===== src/rtl/fetch_unit_if.sv =====
// Instruction-memory read port between fetch_unit (master) and the memory (slave).
interface fetch_unit_if #(
   parameter int unsigned ADDR_W = 16
);
   logic              mem_rd;
   logic [ADDR_W-1:0] mem_addr;
   logic [15:0]       mem_rdata;
   logic              mem_rvalid;

   modport master (
      output mem_rd,
      output mem_addr,
      input  mem_rdata,
      input  mem_rvalid
   );

   modport slave (
      input  mem_rd,
      input  mem_addr,
      output mem_rdata,
      output mem_rvalid
   );
endinterface


===== src/rtl/fetch_unit.sv =====
// Program counter, instruction-memory fetch with request/valid handshake and timeout,
// and instruction register feeding the decoder.
module fetch_unit #(
   parameter int unsigned       ADDR_W   = 16,
   parameter logic [ADDR_W-1:0] RESET_PC = '0,
   parameter int unsigned       TIMEOUT  = 8
) (
   input  logic              clk,
   input  logic              reset,
   input  logic              fetch_req,
   input  logic              ir_en,
   input  logic              pc_en,
   input  logic              pc_disp_en,
   input  logic [7:0]        disp8,
   input  logic              pc_load,
   input  logic [ADDR_W-1:0] pc_load_addr,
   fetch_unit_if.master      mem,
   output logic [ADDR_W-1:0] pc,
   output logic [15:0]       instr,
   output logic              fetch_done,
   output logic              fetch_busy,
   output logic              fetch_err
);

   localparam int unsigned CNT_W   = (TIMEOUT < 2) ? 1 : $clog2(TIMEOUT);
   localparam int unsigned EXT_W   = ADDR_W - 8;

   typedef enum logic [1:0] {
      F_IDLE = 2'd0,
      F_WAIT = 2'd1,
      F_DONE = 2'd2
   } state_t;

   state_t            state;
   logic [15:0]       buffer;
   logic [CNT_W-1:0]  cnt;
   logic [ADDR_W-1:0] disp_ext;

   assign disp_ext = {{EXT_W{disp8[7]}}, disp8};

   // PC update: jump beats branch beats increment; wraps modulo 2^ADDR_W
   always_ff @(posedge clk or negedge reset) begin
      if (!reset) begin
         pc <= RESET_PC;
      end else if (pc_load) begin
         pc <= pc_load_addr;
      end else if (pc_disp_en) begin
         pc <= pc + disp_ext;
      end else if (pc_en) begin
         pc <= pc + ADDR_W'(1);
      end
   end

   always_ff @(posedge clk or negedge reset) begin
      if (!reset) begin
         instr <= 16'h0000;
      end else if (ir_en) begin
         instr <= buffer;
      end
   end

   // Fetch FSM; the count holds the number of F_WAIT edges already spent without data
   always_ff @(posedge clk or negedge reset) begin
      if (!reset) begin
         state        <= F_IDLE;
         mem.mem_rd   <= 1'b0;
         mem.mem_addr <= '0;
         buffer       <= 16'h0000;
         cnt          <= '0;
         fetch_done   <= 1'b0;
         fetch_busy   <= 1'b0;
         fetch_err    <= 1'b0;
      end else begin
         case (state)
            F_IDLE, F_DONE: begin
               if (fetch_req) begin
                  state        <= F_WAIT;
                  mem.mem_rd   <= 1'b1;
                  mem.mem_addr <= pc;
                  cnt          <= '0;
                  fetch_done   <= 1'b0;
                  fetch_busy   <= 1'b1;
                  fetch_err    <= 1'b0;
               end
            end
            F_WAIT: begin
               if (mem.mem_rvalid) begin
                  state      <= F_DONE;
                  mem.mem_rd <= 1'b0;
                  buffer     <= mem.mem_rdata;
                  fetch_done <= 1'b1;
                  fetch_busy <= 1'b0;
               end else if (cnt == CNT_W'(TIMEOUT - 1)) begin
                  state      <= F_DONE;
                  mem.mem_rd <= 1'b0;
                  buffer     <= 16'h0000;
                  fetch_done <= 1'b1;
                  fetch_busy <= 1'b0;
                  fetch_err  <= 1'b1;
               end else begin
                  cnt <= cnt + CNT_W'(1);
               end
            end
            default: begin
               state      <= F_IDLE;
               mem.mem_rd <= 1'b0;
               fetch_done <= 1'b0;
               fetch_busy <= 1'b0;
            end
         endcase
      end
   end

endmodule


===== src/flat_wrapper.sv =====
// flat-port wrapper written by rule: the top's interface ports become plain ports
module fetch_unit_flat 
#(
   parameter int unsigned       ADDR_W   = 16,
   parameter logic [ADDR_W-1:0] RESET_PC = '0,
   parameter int unsigned       TIMEOUT  = 8
)
  (clk, reset, fetch_req, ir_en, pc_en, pc_disp_en, disp8, pc_load, pc_load_addr, pc, instr, fetch_done, fetch_busy, fetch_err, mem_mem_rd, mem_mem_addr, mem_mem_rdata, mem_mem_rvalid);
  fetch_unit_if #(.ADDR_W(ADDR_W)) mem_i ();
  input  logic clk;
  input  logic reset;
  input  logic fetch_req;
  input  logic ir_en;
  input  logic pc_en;
  input  logic pc_disp_en;
  input  logic [7:0] disp8;
  input  logic pc_load;
  input  logic [ADDR_W-1:0] pc_load_addr;
  output logic [ADDR_W-1:0] pc;
  output logic [15:0] instr;
  output logic fetch_done;
  output logic fetch_busy;
  output logic fetch_err;
  output wire logic [$bits(mem_i.mem_rd)-1:0] mem_mem_rd;
  output wire logic [$bits(mem_i.mem_addr)-1:0] mem_mem_addr;
  input wire logic [$bits(mem_i.mem_rdata)-1:0] mem_mem_rdata;
  input wire logic [$bits(mem_i.mem_rvalid)-1:0] mem_mem_rvalid;
  assign mem_mem_rd = mem_i.mem_rd;
  assign mem_mem_addr = mem_i.mem_addr;
  assign mem_i.mem_rdata = mem_mem_rdata;
  assign mem_i.mem_rvalid = mem_mem_rvalid;
  fetch_unit #(.ADDR_W(ADDR_W), .RESET_PC(RESET_PC), .TIMEOUT(TIMEOUT)) u_core (.clk(clk), .reset(reset), .fetch_req(fetch_req), .ir_en(ir_en), .pc_en(pc_en), .pc_disp_en(pc_disp_en), .disp8(disp8), .pc_load(pc_load), .pc_load_addr(pc_load_addr), .mem(mem_i), .pc(pc), .instr(instr), .fetch_done(fetch_done), .fetch_busy(fetch_busy), .fetch_err(fetch_err));
endmodule

===== config.mk =====
export PLATFORM = sky130hd
export DESIGN_NAME = fetch_unit_flat
export DESIGN_NICKNAME = d
export VERILOG_FILES = /design/src/rtl/fetch_unit_if.sv /design/src/rtl/fetch_unit.sv /design/src/flat_wrapper.sv
export SDC_FILE = /design/constraint.sdc
export NUM_CORES = 1
export LEC_CHECK = 0
export ABC_CLOCK_PERIOD_IN_PS = 3100
export BUFFER_PORTS_ARGS = -buffer_cell sky130_fd_sc_hd__buf_2
export CAP_MARGIN = 5
export CORE_ASPECT_RATIO = 1.1
export CORE_MARGIN = 2
export CORE_UTILIZATION = 52
export CTS_CLUSTER_DIAMETER = 150
export CTS_CLUSTER_SIZE = 14
export DETAILED_ROUTE_END_ITERATION = 8
export PLACE_DENSITY = 0.8
export SYNTH_ARGS = -nofsm -noshare
export SYNTH_HDL_FRONTEND = slang
export SYNTH_SLANG_ARGS = --single-unit

===== constraint.sdc =====
create_clock -name clk -period 3.1 [get_ports clk]
set_input_delay 0.465 -clock clk [delete_from_list [all_inputs] [get_ports clk]]
set_output_delay 0.465 -clock clk [all_outputs]
set_load 0.01 [all_outputs]

## After elaboration in Yosys (flattened, before gate mapping)

Cells that the tools add are included.

| word-level totals | value |
|---|---|
| bits in registers | 72 |
| input port bits | 48 |

| cells by class | value |
|---|---|
| $add $sub $neg | 3 |
| eq/ne operators | 8 |
| muxes and demuxes | 23 |
| reductions and logical operators | 10 |

Operators with widths:

| operator | count |
|---|---|
| $mux W16 | 5 |
| $add A16 B1 Y16 const B | 1 |
| $add A16 B16 Y16 | 1 |
| $mux W3 | 3 |
| $reduce_and A4 Y1 | 2 |
| $mux W1 | 7 |
| $mux W2 | 3 |
| $ne A2 B2 Y1 const B | 3 |
| $pmux W1 S2 | 3 |
| $pmux W3 S2 | 1 |
| $reduce_and A2 Y1 | 3 |
| $pmux W2 S2 | 1 |
| $reduce_bool A2 Y1 | 2 |
| $add A3 B1 Y3 const B | 1 |
| $eq A3 B3 Y1 const B | 1 |
| $ne A3 B2 Y1 const B | 1 |
| $reduce_bool A3 Y1 | 1 |
| $eq A2 B1 Y1 const B | 1 |
| $eq A2 B2 Y1 const B | 1 |
| $logic_not A2 Y1 | 1 |
| $ne A2 B1 Y1 const B | 1 |
| $reduce_or A2 Y1 | 1 |

## Depth between registers and ports, before layout

| depth | value |
|---|---|
| depth in word-level cells | 4 |
| gate-level depth with buffers | 10 |
| gate-level depth less buffers | 9 |

## Worst setup path after synthesis

OpenSTA, ideal clock, no wires.

| timing path | value |
|---|---|
| path kind | input-to-reg |
| from | input pc_disp_en |
| to | register u_core.pc[12] |
| library setup time | 0.125 ns |
| data arrival time | 2.566 ns |
| required time | 2.975 ns |
| slack | 0.409 ns |
| stages on the path | 10 |
| cell sequence | clkbuf_1 > nand2b_1 > ha_1 > fa_1 > a21oi_1 > o211ai_1 > a21oi_1 > mux2i_1 > xnor2_1 > mux2_2 |

| on the way | value |
|---|---|
| longest elaborated chain between the ends | 2 |
| elaborated cells on any way between the ends | 3 |

Ends and longest elaborated chain:

| element | RTL line | text |
|---|---|---|
| start, declared | flat_wrapper.sv:15 | `input logic pc_disp_en;` |
| $mux W16 | fetch_unit.sv:47 | `end else if (pc_disp_en) begin` |
| $mux W16 | fetch_unit.sv:45 | `end else if (pc_load) begin` |
| end signal, assigned | fetch_unit.sv:46 | `pc <= pc_load_addr;` |
| end signal, assigned | fetch_unit.sv:48 | `pc <= pc + disp_ext;` |
| end signal, assigned | fetch_unit.sv:50 | `pc <= pc + ADDR_W'(1);` |
| end, declared | fetch_unit.sv:18 | `output logic [ADDR_W-1:0] pc,` |

Parallel ways exist; a longest one is shown, timed or not.
A chain may end at the register's enable or synchronous reset.

## Worst setup path after layout

| timing path | value |
|---|---|
| from | input pc_disp_en |
| to | register u_core.pc[8] |

The elaborated chain is that of the path after synthesis.

==> reports/qor.txt <==
max cap viols: 0
WS Path Type: primary input to flip-flop
number of I/O pins: 100
Die Area: 7400 µm²
Slew Limit Fails: 0
max frequency: 0.399 GHz
pin count of the biggest net entering global routing: 36
WL per Instance: 15.2 µm
commonest cells after routing, fill and taps aside: buf_2 (99), dfrtp_1 (71), mux2_2 (34), nand2_1 (27)
placer congestion estimate: 0.827
stages on the worst setup path: 11
antenna-violating nets left: 0
Final nets: 469
most common cell after layout, fill and taps aside: buf_2
setup TNS: 0 ns
maximum VDD drop: 0.409 mV
Synth Area in Adders: 0.0379
TritonCTS clock tree: yes
CP Cell Sequence: buf_2 -> nand2b_1 -> ha_1 -> fa_1 -> a21oi_1 -> o211ai_1 -> a21oi_1 -> buf_4 -> nor3b_1 -> nor4_1 -> o31ai_1
Core Area: 6560 µm²
DRT iter0 DRCs: 84
library cells used by synthesis: 53
post-synthesis compound-gate area fraction: 0.151
number of synthesized register bits: 71
CP max-delay cell: fa_1
top cell type's share of synthesized area: 0.508
power density over the cells: 752 nW/µm²
status: finished, final reports clean
largest family of logic cells by synthesized area: compound AO/OA/AOI/OAI gates
clock latency on the worst-skew pair: 0.34 ns
Routed WL: 7590 µm
sequential share of the synthesized area: 0.508
CP arrival: 2.76 ns
crit start category: primary input
vias in the first global route: 2673
Pwr Total: 3.22 mW
syn_area_per_cell: 11.3 µm²
Reg2Reg Depth: 9
Final Hold Vio Count: 0
first-pass detailed-route iteration total: 4
Num CTS Buffers: 9
row count: 31
Syn Inst Count: 309
GRT Total Usage: 0.217
number of antenna violations at the first check in global routing: 0
Yosys top cell by area: dfrtp_1
Post-synth EDFFs: 0
RSZ-0062 raised after global routing: no
peak fanout along the critical path: 14
Vias/cell: 5.56
remaining global-route overflow: 0
yosys warns: 0
top_reg_cell synth: dfrtp_1
share of layout cells above drive strength 1: 0.387
mapped cell area: 3500 µm²
H-tree depth: 3
Rel. slew slack: 0.597
Diodes inserted: 0
Hold WC Path Type: primary input to flip-flop
Worst-Margin Slew: 0.605 ns
CP delay by family, top: compound AO/OA/AOI/OAI gates
Clock Skew: 0.00678 ns
post-synthesis xor/xnor area fraction: 0.0225
Die Span Y: 90.0 µm
mux cell area share after synthesis: 0.127
Worst Hold Depth: 2
Async SR Flop Fraction: 1.00
post-layout minimum cycle time: 2.51 ns
final setup fails: 0
port buffer count: 99
CTS Buffer Depth: 2
Die X: 82.2 µm
kind of end point of the critical path: flip-flop
CTS sink count: 71
Worst Path Buf+Inv: 2
first-pass GRT wire length: 12500 µm
cell mode on critical path: a21oi_1
Critical Path RT: 3.35 ns
Static Leakage: 2.09 nW
fill count: 542
dpl hpwl: 5660 µm
Syn Nets: 367
P&R area growth vs syn: 22.4%
postcts setup bufs: 0
DRC Markers: 0
max incr delay on CP: 0.41 ns
via count: 2769
period utilization: 0.809
Initial Utilization: 0.533
post-synthesis simple-gate area fraction: 0.127
Worst-path clk slew: 0.07 ns
root buf cell: clkbuf_8
largest cells by area after synthesis: dfrtp_1 (51%), mux2_2 (11%), a22o_1 (4.0%), ha_1 (3.2%), nand2_1 (2.9%)
cell type report:
cell class,instances,area (µm²),area share
Clock inverter,7,73.8,0.0172
Multi-Input combinational cell,216,1630,0.380
Sequential cell,71,1780,0.415
Tap cell,82,103,0.0240
Timing Repair Buffer,106,551,0.129
Inverter,7,26.3,0.00614
Clock buffer,9,124,0.0289
cells by family after synthesis:
kind of cell / count (synthesis)
adder cells (fa/ha/maj): 10
AO/OA/AOI/OAI: 76
flip-flops: 71
AND/OR/NAND/NOR: 81
buffers and inverters: 22
XOR/XNOR: 9
multiplexers: 40
final timing paths:
kind	startpoint	to	slack (ns)
worst max-delay path	pc_disp_en	u_core.pc[8]	0.59
worst min-delay path	pc_load_addr[6]	u_core.pc[6]	0.32
worst max register to register	u_core.pc[0]	u_core.pc[8]	0.60
worst min register to register	u_core.mem.mem_addr[9]	u_core.mem.mem_addr[9]	0.49
max in group asynchronous	reset	u_core.mem.mem_addr[0]	1.98
min in group asynchronous	reset	u_core.buffer[4]	0.46
synthesized netlist by cell type (5+ instances only):
cell and number:
mux2i_1 6, o21ai_0 16, inv_1 7, nand2_1 27, a21oi_1 14, nand2b_1 5, clkbuf_1 12, a22o_1 16
dfrtp_1 71, xnor2_1 7, mux2_2 34, nand3_1 5, ha_1 9, nor2_1 12, and3_1 5, and2_1 7
timing repair:
item,in CTS,in global routing
gates resized for setup,0,0
setup endpoints to repair,0,0
hold buffers,1,0
endpoints found under the hold margin,4,0
sequential cells by signal, summed over array words and instances (netlist names):
signal,cells
u_core.cnt,3
u_core.state,1
u_core.buffer,16
u_core.fetch_done,1
u_core.instr,16
u_core.pc,16
u_core.mem.mem_addr,16
u_core.mem.mem_rd,1
u_core.fetch_err,1
metal layers:
layer / global-route usage / up-vias / wire, µm
li1: - / 1330 / -
met1: 0.289 / 1331 / 3280
met2: 0.348 / 100 / 3720
met3: 0.0572 / 8 / 525
met4: 0.0583 / 0 / 61
met5: 0 / - / 0
power breakdown:
group / switching (mW) / internal (mW) / total, mW
Combinational: 0.513 / 0.534 / 1.05
Clock: 0.349 / 0.372 / 0.721
Sequential: 0.202 / 1.25 / 1.45
metrics by stage:
stage / worst slack [ns] / utilization / cell area, µm² / hold slack, ns / instances
after floorplan: 0.409 / - / 3500 / 0.169 / 309
after global placement: 0.358 / 0.621 / 4070 / 0.286 / 481
after detailed placement: 0.290 / 0.621 / 4070 / 0.287 / 481
after CTS: 0.606 / 0.653 / 4280 / 0.311 / 498
after global routing: 0.425 / 0.653 / 4280 / 0.319 / 498
final: 0.593 / 0.653 / 4280 / 0.323 / 498
Note: power is estimated with default switching activity, not from simulation.
